File: src/rtl/serial_or_16bit_chip_pkg.sv
// Shared definitions for the bit-serial OR engine: default width and FSM encodings.
package serial_or_16bit_chip_pkg;

  localparam int DEF_WIDTH = 16;

  // Fixed encodings so debug probes and checkers can decode the state bus.
  typedef enum logic [1:0] {
    IDLE  = 2'd0,
    SHIFT = 2'd1,
    DONE  = 2'd2
  } state_e;

  // Bit counter must hold the value WIDTH itself without wrapping.
  function automatic int cnt_width(input int width);
    return $clog2(width) + 1;
  endfunction

endpackage

File: src/rtl/serial_or_16bit_chip_if.sv
// Operand/result bus of the serial OR engine.
//
// Handshake: a transfer happens on a rising clk edge where valid and ready are
// both 1. A producer holds its payload stable while valid is 1 and not yet
// accepted; ready may be asserted or dropped independently of valid. Operands
// (a, b) travel on in_valid/in_ready, the result (out) on out_valid/out_ready.
interface serial_or_16bit_chip_if #(
  parameter int WIDTH = serial_or_16bit_chip_pkg::DEF_WIDTH
) ();

  logic [WIDTH-1:0] a;
  logic [WIDTH-1:0] b;
  logic             in_valid;
  logic             in_ready;
  logic [WIDTH-1:0] out;
  logic             out_valid;
  logic             out_ready;
  logic             busy;

  // Producer of operands / consumer of results.
  modport master (
    output a, b, in_valid, out_ready,
    input  in_ready, out, out_valid, busy
  );

  // The OR engine itself.
  modport slave (
    input  a, b, in_valid, out_ready,
    output in_ready, out, out_valid, busy
  );

endinterface

File: src/rtl/or_chip.sv
// Single-bit OR cell; the serial engine reuses one instance for every bit.
module or_chip (
  output logic out,
  input  logic a,
  input  logic b
);

  assign out = a | b;

endmodule

File: src/rtl/serial_or_16bit_chip_core.sv
// Bit-serial OR engine: captures a/b, ORs one bit per cycle through a single
// or_chip and presents the assembled result until the consumer takes it.
module serial_or_16bit_chip_core
  import serial_or_16bit_chip_pkg::*;
#(
  parameter int WIDTH = DEF_WIDTH
) (
  input  logic                    clk,
  input  logic                    rst,
  serial_or_16bit_chip_if.slave   bus,
  output state_e                  dbg_state_o
);

  localparam int CW = cnt_width(WIDTH);
  localparam logic [CW-1:0] LAST_BIT = CW'(WIDTH - 1);

  state_e           state_q, state_d;
  logic [CW-1:0]    cnt_q, cnt_d;
  logic [WIDTH-1:0] a_q, a_d;
  logic [WIDTH-1:0] b_q, b_d;
  logic [WIDTH-1:0] res_q, res_d;
  logic [WIDTH-1:0] out_q, out_d;
  logic             or_bit;

  // The only OR on the datapath: LSBs of the two operand shift registers.
  or_chip u_or (
    .out (or_bit),
    .a   (a_q[0]),
    .b   (b_q[0])
  );

  // State and datapath registers; reset drops any operation in flight.
  always_ff @(posedge clk or posedge rst) begin
    if (rst) begin
      state_q <= IDLE;
      cnt_q   <= '0;
      a_q     <= '0;
      b_q     <= '0;
      res_q   <= '0;
      out_q   <= '0;
    end else begin
      state_q <= state_d;
      cnt_q   <= cnt_d;
      a_q     <= a_d;
      b_q     <= b_d;
      res_q   <= res_d;
      out_q   <= out_d;
    end
  end

  // Next-state and datapath update; out_q changes only on completion so the
  // previous result stays visible while the next one is being built.
  always_comb begin
    state_d = state_q;
    cnt_d   = cnt_q;
    a_d     = a_q;
    b_d     = b_q;
    res_d   = res_q;
    out_d   = out_q;
    unique case (state_q)
      IDLE: begin
        if (bus.in_valid) begin
          a_d     = bus.a;
          b_d     = bus.b;
          res_d   = '0;
          cnt_d   = '0;
          state_d = SHIFT;
        end
      end
      SHIFT: begin
        // Result fills from the MSB end so bit 0 lands at bit 0 after WIDTH shifts.
        res_d = {or_bit, res_q[WIDTH-1:1]};
        a_d   = a_q >> 1;
        b_d   = b_q >> 1;
        cnt_d = cnt_q + 1'b1;
        if (cnt_q == LAST_BIT) begin
          out_d   = res_d;
          state_d = DONE;
        end
      end
      DONE: begin
        // Returning to IDLE costs a cycle, so no operand is taken on this edge.
        if (bus.out_ready) begin
          state_d = IDLE;
        end
      end
      default: begin
        state_d = IDLE;
      end
    endcase
  end

  // Status flags are pure state decodes; out comes straight from a register.
  assign bus.in_ready  = (state_q == IDLE);
  assign bus.out_valid = (state_q == DONE);
  assign bus.busy      = (state_q != IDLE);
  assign bus.out       = out_q;
  assign dbg_state_o   = state_q;

endmodule

File: src/rtl/serial_or_16bit_chip.sv
// Top level of the serial OR engine: flat ports bundled onto the internal bus
// and handed to the core.
module serial_or_16bit_chip
  import serial_or_16bit_chip_pkg::*;
#(
  parameter int WIDTH = DEF_WIDTH
) (
  input  logic             clk,
  input  logic             reset,
  input  logic [WIDTH-1:0] a,
  input  logic [WIDTH-1:0] b,
  input  logic             in_valid,
  output logic             in_ready,
  output logic [WIDTH-1:0] out,
  output logic             out_valid,
  input  logic             out_ready,
  output logic             busy,
  output state_e           dbg_state_o
);

  serial_or_16bit_chip_if #(.WIDTH(WIDTH)) bus_if ();

  assign bus_if.a         = a;
  assign bus_if.b         = b;
  assign bus_if.in_valid  = in_valid;
  assign bus_if.out_ready = out_ready;
  assign in_ready         = bus_if.in_ready;
  assign out              = bus_if.out;
  assign out_valid        = bus_if.out_valid;
  assign busy             = bus_if.busy;

  serial_or_16bit_chip_core #(.WIDTH(WIDTH)) u_core (
    .clk         (clk),
    .rst         (reset),
    .bus         (bus_if.slave),
    .dbg_state_o (dbg_state_o)
  );

endmodule

File: config.mk
export PLATFORM = sky130hd
export DESIGN_NAME = serial_or_16bit_chip
export DESIGN_NICKNAME = d
export VERILOG_FILES = /design/src/rtl/serial_or_16bit_chip_pkg.sv /design/src/rtl/serial_or_16bit_chip_if.sv /design/src/rtl/or_chip.sv /design/src/rtl/serial_or_16bit_chip_core.sv /design/src/rtl/serial_or_16bit_chip.sv
export SDC_FILE = /design/constraint.sdc
export NUM_CORES = 1
export LEC_CHECK = 0
export BUFFER_PORTS_ARGS = -buffer_cell sky130_fd_sc_hd__buf_4
export CAP_MARGIN = 10
export CORE_ASPECT_RATIO = 0.75
export CORE_MARGIN = 4
export CORE_UTILIZATION = 45
export CTS_BUF_LIST = sky130_fd_sc_hd__clkbuf_4
export DETAILED_ROUTE_END_ITERATION = 12
export HOLD_SLACK_MARGIN = 0.02
export PLACE_DENSITY = 0.69
export SYNTH_ARGS = -nofsm -noshare
export SYNTH_HDL_FRONTEND = slang
export SYNTH_SLANG_ARGS = --single-unit
File: constraint.sdc
create_clock -name clk -period 2.91 [get_ports clk]
set_input_delay 0.582 -clock clk [delete_from_list [all_inputs] [get_ports clk]]
set_output_delay 0.582 -clock clk [all_outputs]
set_load 0.05 [all_outputs]
-- Word-level counts from Yosys, hierarchy flattened
Cells that the tools add are included.
- flip-flop bits (word level): 71
- bits of input ports: 36
- output and inout bits: 21
- logic and storage cells: 32
- $add $sub $neg: 1
- equality and inequality tests: 6
- muxes and demuxes: 12
- bitwise gates (word level): 1
- reduce and logical (&&, ||, !) cells: 6
- operator list (operator ; number):
    $pmux 16 s2 ; 3
    $mux 16 ; 3
    $pmux 5 s2 ; 1
    $mux 2 ; 3
    $pmux 2 s3 ; 1
    $add 5x1->5 const B ; 1
    $eq 5x4->1 const B ; 1
    $mux 5 ; 1
    $ne 2x1->1 const B ; 2
    $reduce_and 2->1 ; 2
    $reduce_bool 2->1 ; 2
    $reduce_and 3->1 ; 1
    $eq 2x1->1 const B ; 1
    $eq 2x2->1 const B ; 1
    $logic_not 2->1 ; 1
    $ne 2x2->1 const B ; 1
    $or 1x1->1 ; 1

-- Longest topological paths before layout
- word-level depth: 3
- gate-level depth with buffers: 7
- mapped depth without buffers: 6

-- By module
A second synthesis with hierarchy kept.
- cells, all modules: 283
- area total of the unflattened synthesis: 3143.0 sq um
- modules (own cells, without submodules) (module ; times used ; cells an instance ; area each (sq um) ; seq. area each (sq um)):
    serial_or_16bit_chip_core ; 1 ; 282 ; 3136.8 ; 1751.7
    or_chip ; 1 ; 1 ; 6.3 ; 0.0

-- Least setup slack after synthesis
OpenSTA, ideal clock, no wires.
- kind: reg2out
- start: reg u_core.state_q[0] (netlist: u_core.dbg_state_o[0])
- end: out in_ready
- data arrival time: 1608 ps
- required time: 2328 ps
- path slack: 720 ps
- stages on the path, launching flop included: 4
- path buffers: 1
- cells stage by stage: dfrtp_1 > buf_6 > or2_2 > inv_1
- word-level cells in the longest chain between the ends: 1
- RTL lines (what ; RTL line ; text):
    from (decl) ; serial_or_16bit_chip_core.sv:17 ; state_e state_q, state_d;
    from (signal assigned) ; serial_or_16bit_chip_core.sv:42 ; state_q <= state_d;
    $logic_not 2->1 ; serial_or_16bit_chip_core.sv:94 ; assign bus.in_ready = (state_q == IDLE);
    to (decl) ; serial_or_16bit_chip.sv:13 ; output logic in_ready,
No other way between the ends.

-- Worst setup path after layout
Same ends and word-level chain as after synthesis.

==> impl_metrics.tcl <==
set metrics [dict create \
    cts-resized-gates 0 \
    setup_viol 0 \
    ant_nets 0 \
    drt_iter0_markers 156 \
    wl_met3_um 380 \
    gp_congestion 0.850 \
    drtPass1Iterations 4 \
    ys.flop_type "dfrtp_1" \
    clock_power_share 0.194 \
    synth_top_family_by_area "compound AO/OA/AOI/OAI gates" \
    ys_warn_count 0 \
    finalCriticalPeriod_ps 2320 \
    drive_gt1_frac 0.289 \
    swShare 0.394 \
    wl_met1_um 3440 \
    dr_wl_met2_um 3120 \
    io_pins 57 \
    grt_max_degree 37 \
    htree_num_levels 3 \
    intPower_mw 2.46 \
    hold_buffers 0 \
    path_class "reg -> out" \
    synth_nets 323 \
    p_per_area_mw_per_mm2 1060 \
    drc 0 \
    synth_seq_cells 70 \
    synthMuxAreaShare 0.0646 \
    irDropWorstVdd_mv 0.506 \
    hold_class "in -> async" \
    postLayoutCoreUtil 0.561 \
    nets 376 \
    grt-ovfl-total 0 \
    crit_path_cell_trace "or2_2 > inv_1 > buf_4" \
    grt.total_usage 0.177 \
    status "completed" \
    synth_fa_ha_area_frac 0.00788 \
    wl_per_cell_um 16.3 \
    endpoint_kind "primary output" \
    netlist_instances 285 \
    synthesis.area_mm2 0.00318 \
    vias 2391 \
    die-area_mm2 0.00848 \
    hold_violations 0 \
    diodes 0 \
    antenna_found_initial 0 \
    synth_compound_area_frac 0.233 \
    relSlewSlack 0.475 \
    dr.max_layer_used "met4" \
    root_buffer "clkbuf_4" \
    numCtsBuffers 9 \
    cp-start-kind "register" \
    yosysSeqAreaShare 0.552 \
    num_rows 26 \
    design_area_mm2 0.00383 \
    path_buf_inv 2 \
    max_freq_ghz 0.430 \
    arrival_ps 1740 \
    power_leakage_nw 1.84 \
    dieHeight_um 80.8 \
    core_area_mm2 0.00683 \
    insertion_delay_ps 410 \
    viasPerCell 5.60 \
    first_global_vias 2312 \
    power_frac_seq 0.404 \
    critical_path.max_stage_delay_ps 670 \
    fin_crit_sh 0.799 \
    postCtsSetupBuffers 0 \
    worst_clock_skew_ps 10.6 \
    fp.dieW_um 105 \
    start_util 0.465 \
    syn_area_per_cell_um2 11.1 \
    final.setup.tns_ps 0 \
    async_flop_share 1.00 \
    cp.required_ps 2330 \
    worst_slew_pin_slew_ps 786 \
    synth_edf_count 0 \
    port_buffers 56 \
    place_area_mm2 0.00365 \
    switching_power_mw 1.60 \
    grt_pass1_wl_um 11800 \
    dpl.hpwl_um 4530 \
    cts_sinks 70 \
    synth-simple-area-share 0.0977 \
    cts_buffer_depth 2 \
    worst_path_max_delay_cell "dfrtp_1" \
    rsz0062_at_grt "no" \
    path_max_fanout 19 \
    path_clk_slew_ps 120 \
    maxSlewViolCount 0 \
    tritoncts "built" \
    totalWireLength_um 6960 \
    synthXorXnorAreaFrac 0 \
    combPwrFrac 0.402 \
    syn2layout_area_growth_pct 20.6 \
    cap_viol_max_count 0 \
    ys_types 30 \
    critPathTopFamily "flip-flops" \
]
## per-stage QoR
| stage | setup slack, ps | power (mW) | hold WS [ps] | std cells |
|---|---|---|---|---|
| 2_1_floorplan | 560 | 2.83 | 445 | 285 |
| 5_1_grt | 443 | 4.32 | 302 | 427 |
| 3_3_place_gp | 1000 | 3.24 | 476 | 411 |
| 6_report | 586 | 4.06 | 307 | 427 |
| 4_1_cts | 564 | 4.09 | 319 | 427 |
| 3_5_place_dp | 921 | 3.29 | 472 | 411 |
## metal layers
metal	track usage	vias up
met5	0	-
met4	0.0485	0
met3	0.0635	4
met2	0.243	64
met1	0.262	1185
li1	-	1138
## logic make-up (layout without fill, tap and decap cells)
kind of cell	Yosys count	after routing
multiplexers	16	16
AO/OA/AOI/OAI	119	119
buffers and inverters	28	86
adder cells (fa/ha/maj)	2	2
AND/OR/NAND/NOR	50	50
flip-flops	70	70
## area by class of cell
cell class,count,area (µm²)
Clock inverter,5,97.6
Multi-Input combinational cell,187,1290
Sequential cell,70,1750
Fill cell,607,3000
Timing Repair Buffer,64,480
Tap cell,84,105
Inverter,6,22.5
Clock buffer,11,82.6
## placed cells by master (no fill, tap or decap), types with 2 or more instances in the layout
cell       synthesis  layout
dfrtp_1           70      70
buf_4              4      64
a21oi_1           32      32
a22oi_1           30      30
o21ai_0           28      28
nor2b_1           29      27
a22o_1            15      15
clkbuf_4           0      11
o21ai_1           10      10
mux2_2             8       8
nand2_1            7       7
mux2_4             7       7
inv_1              6       5
and2b_1            5       5
bufinv_16          0       3
nand2b_1           2       2
nor2_1             2       2
ha_1               2       2
clkinv_1           0       2
## power by group through the flow
stage | logic [mW] | registers [mW] | clock network [mW]
global route | 1.78 | 1.69 | 0.855
global placement | 1.60 | 1.64 | 0
CTS | 1.65 | 1.63 | 0.808
floorplan | 0.968 | 1.87 | 0
detailed placement | 1.64 | 1.65 | 0
finish | 1.63 | 1.64 | 0.787
## worst register-to-register path: stages, from the launching register on
cell	delay (ps)
dfrtp_1	830
nor2b_4	480
buf_4	300
a41oi_1	140
a31oi_1	140
## registers in the layout, indices dropped and copies added, names as in the netlist
signal,flops
u_core.b_q,16
u_core.bus.out,16
u_core.cnt_q,5
u_core.a_q,16
u_core.dbg_state_o,2
u_core.res_q,15
## Yosys cell counts (4+ instances only)
cell / count / area, µm²
nor2b_1: 29 / 181
mux2_4: 7 / 105
dfrtp_1: 70 / 1750
clkbuf_1: 8 / 30.0
buf_4: 4 / 30.0
a22o_1: 15 / 131
nand2_1: 7 / 26.3
a21oi_1: 32 / 160
a22oi_1: 30 / 225
mux2_2: 8 / 90.1
o21ai_0: 28 / 140
o21ai_1: 10 / 50.1
inv_1: 6 / 22.5
and2b_1: 5 / 37.5
buf_2: 7 / 35.0
## worst paths after layout
path | endpoint | depth (start not counted) | start | slack, ps
worst min register to register | u_core.cnt_q[3] | 1 | u_core.cnt_q[3] | 490
worst max-delay path | in_ready | 3 | u_core.dbg_state_o[0] | 590
worst max register to register | u_core.cnt_q[3] | 4 | u_core.dbg_state_o[0] | 940
worst min-delay path | u_core.a_q[7] | 2 | reset | 310
max in group asynchronous | u_core.bus.out[1] | 3 | reset | 1860
min in group clk | u_core.dbg_state_o[1] | 2 | out_ready | 360
No activity file was read; power rests on OpenSTA's default activity.
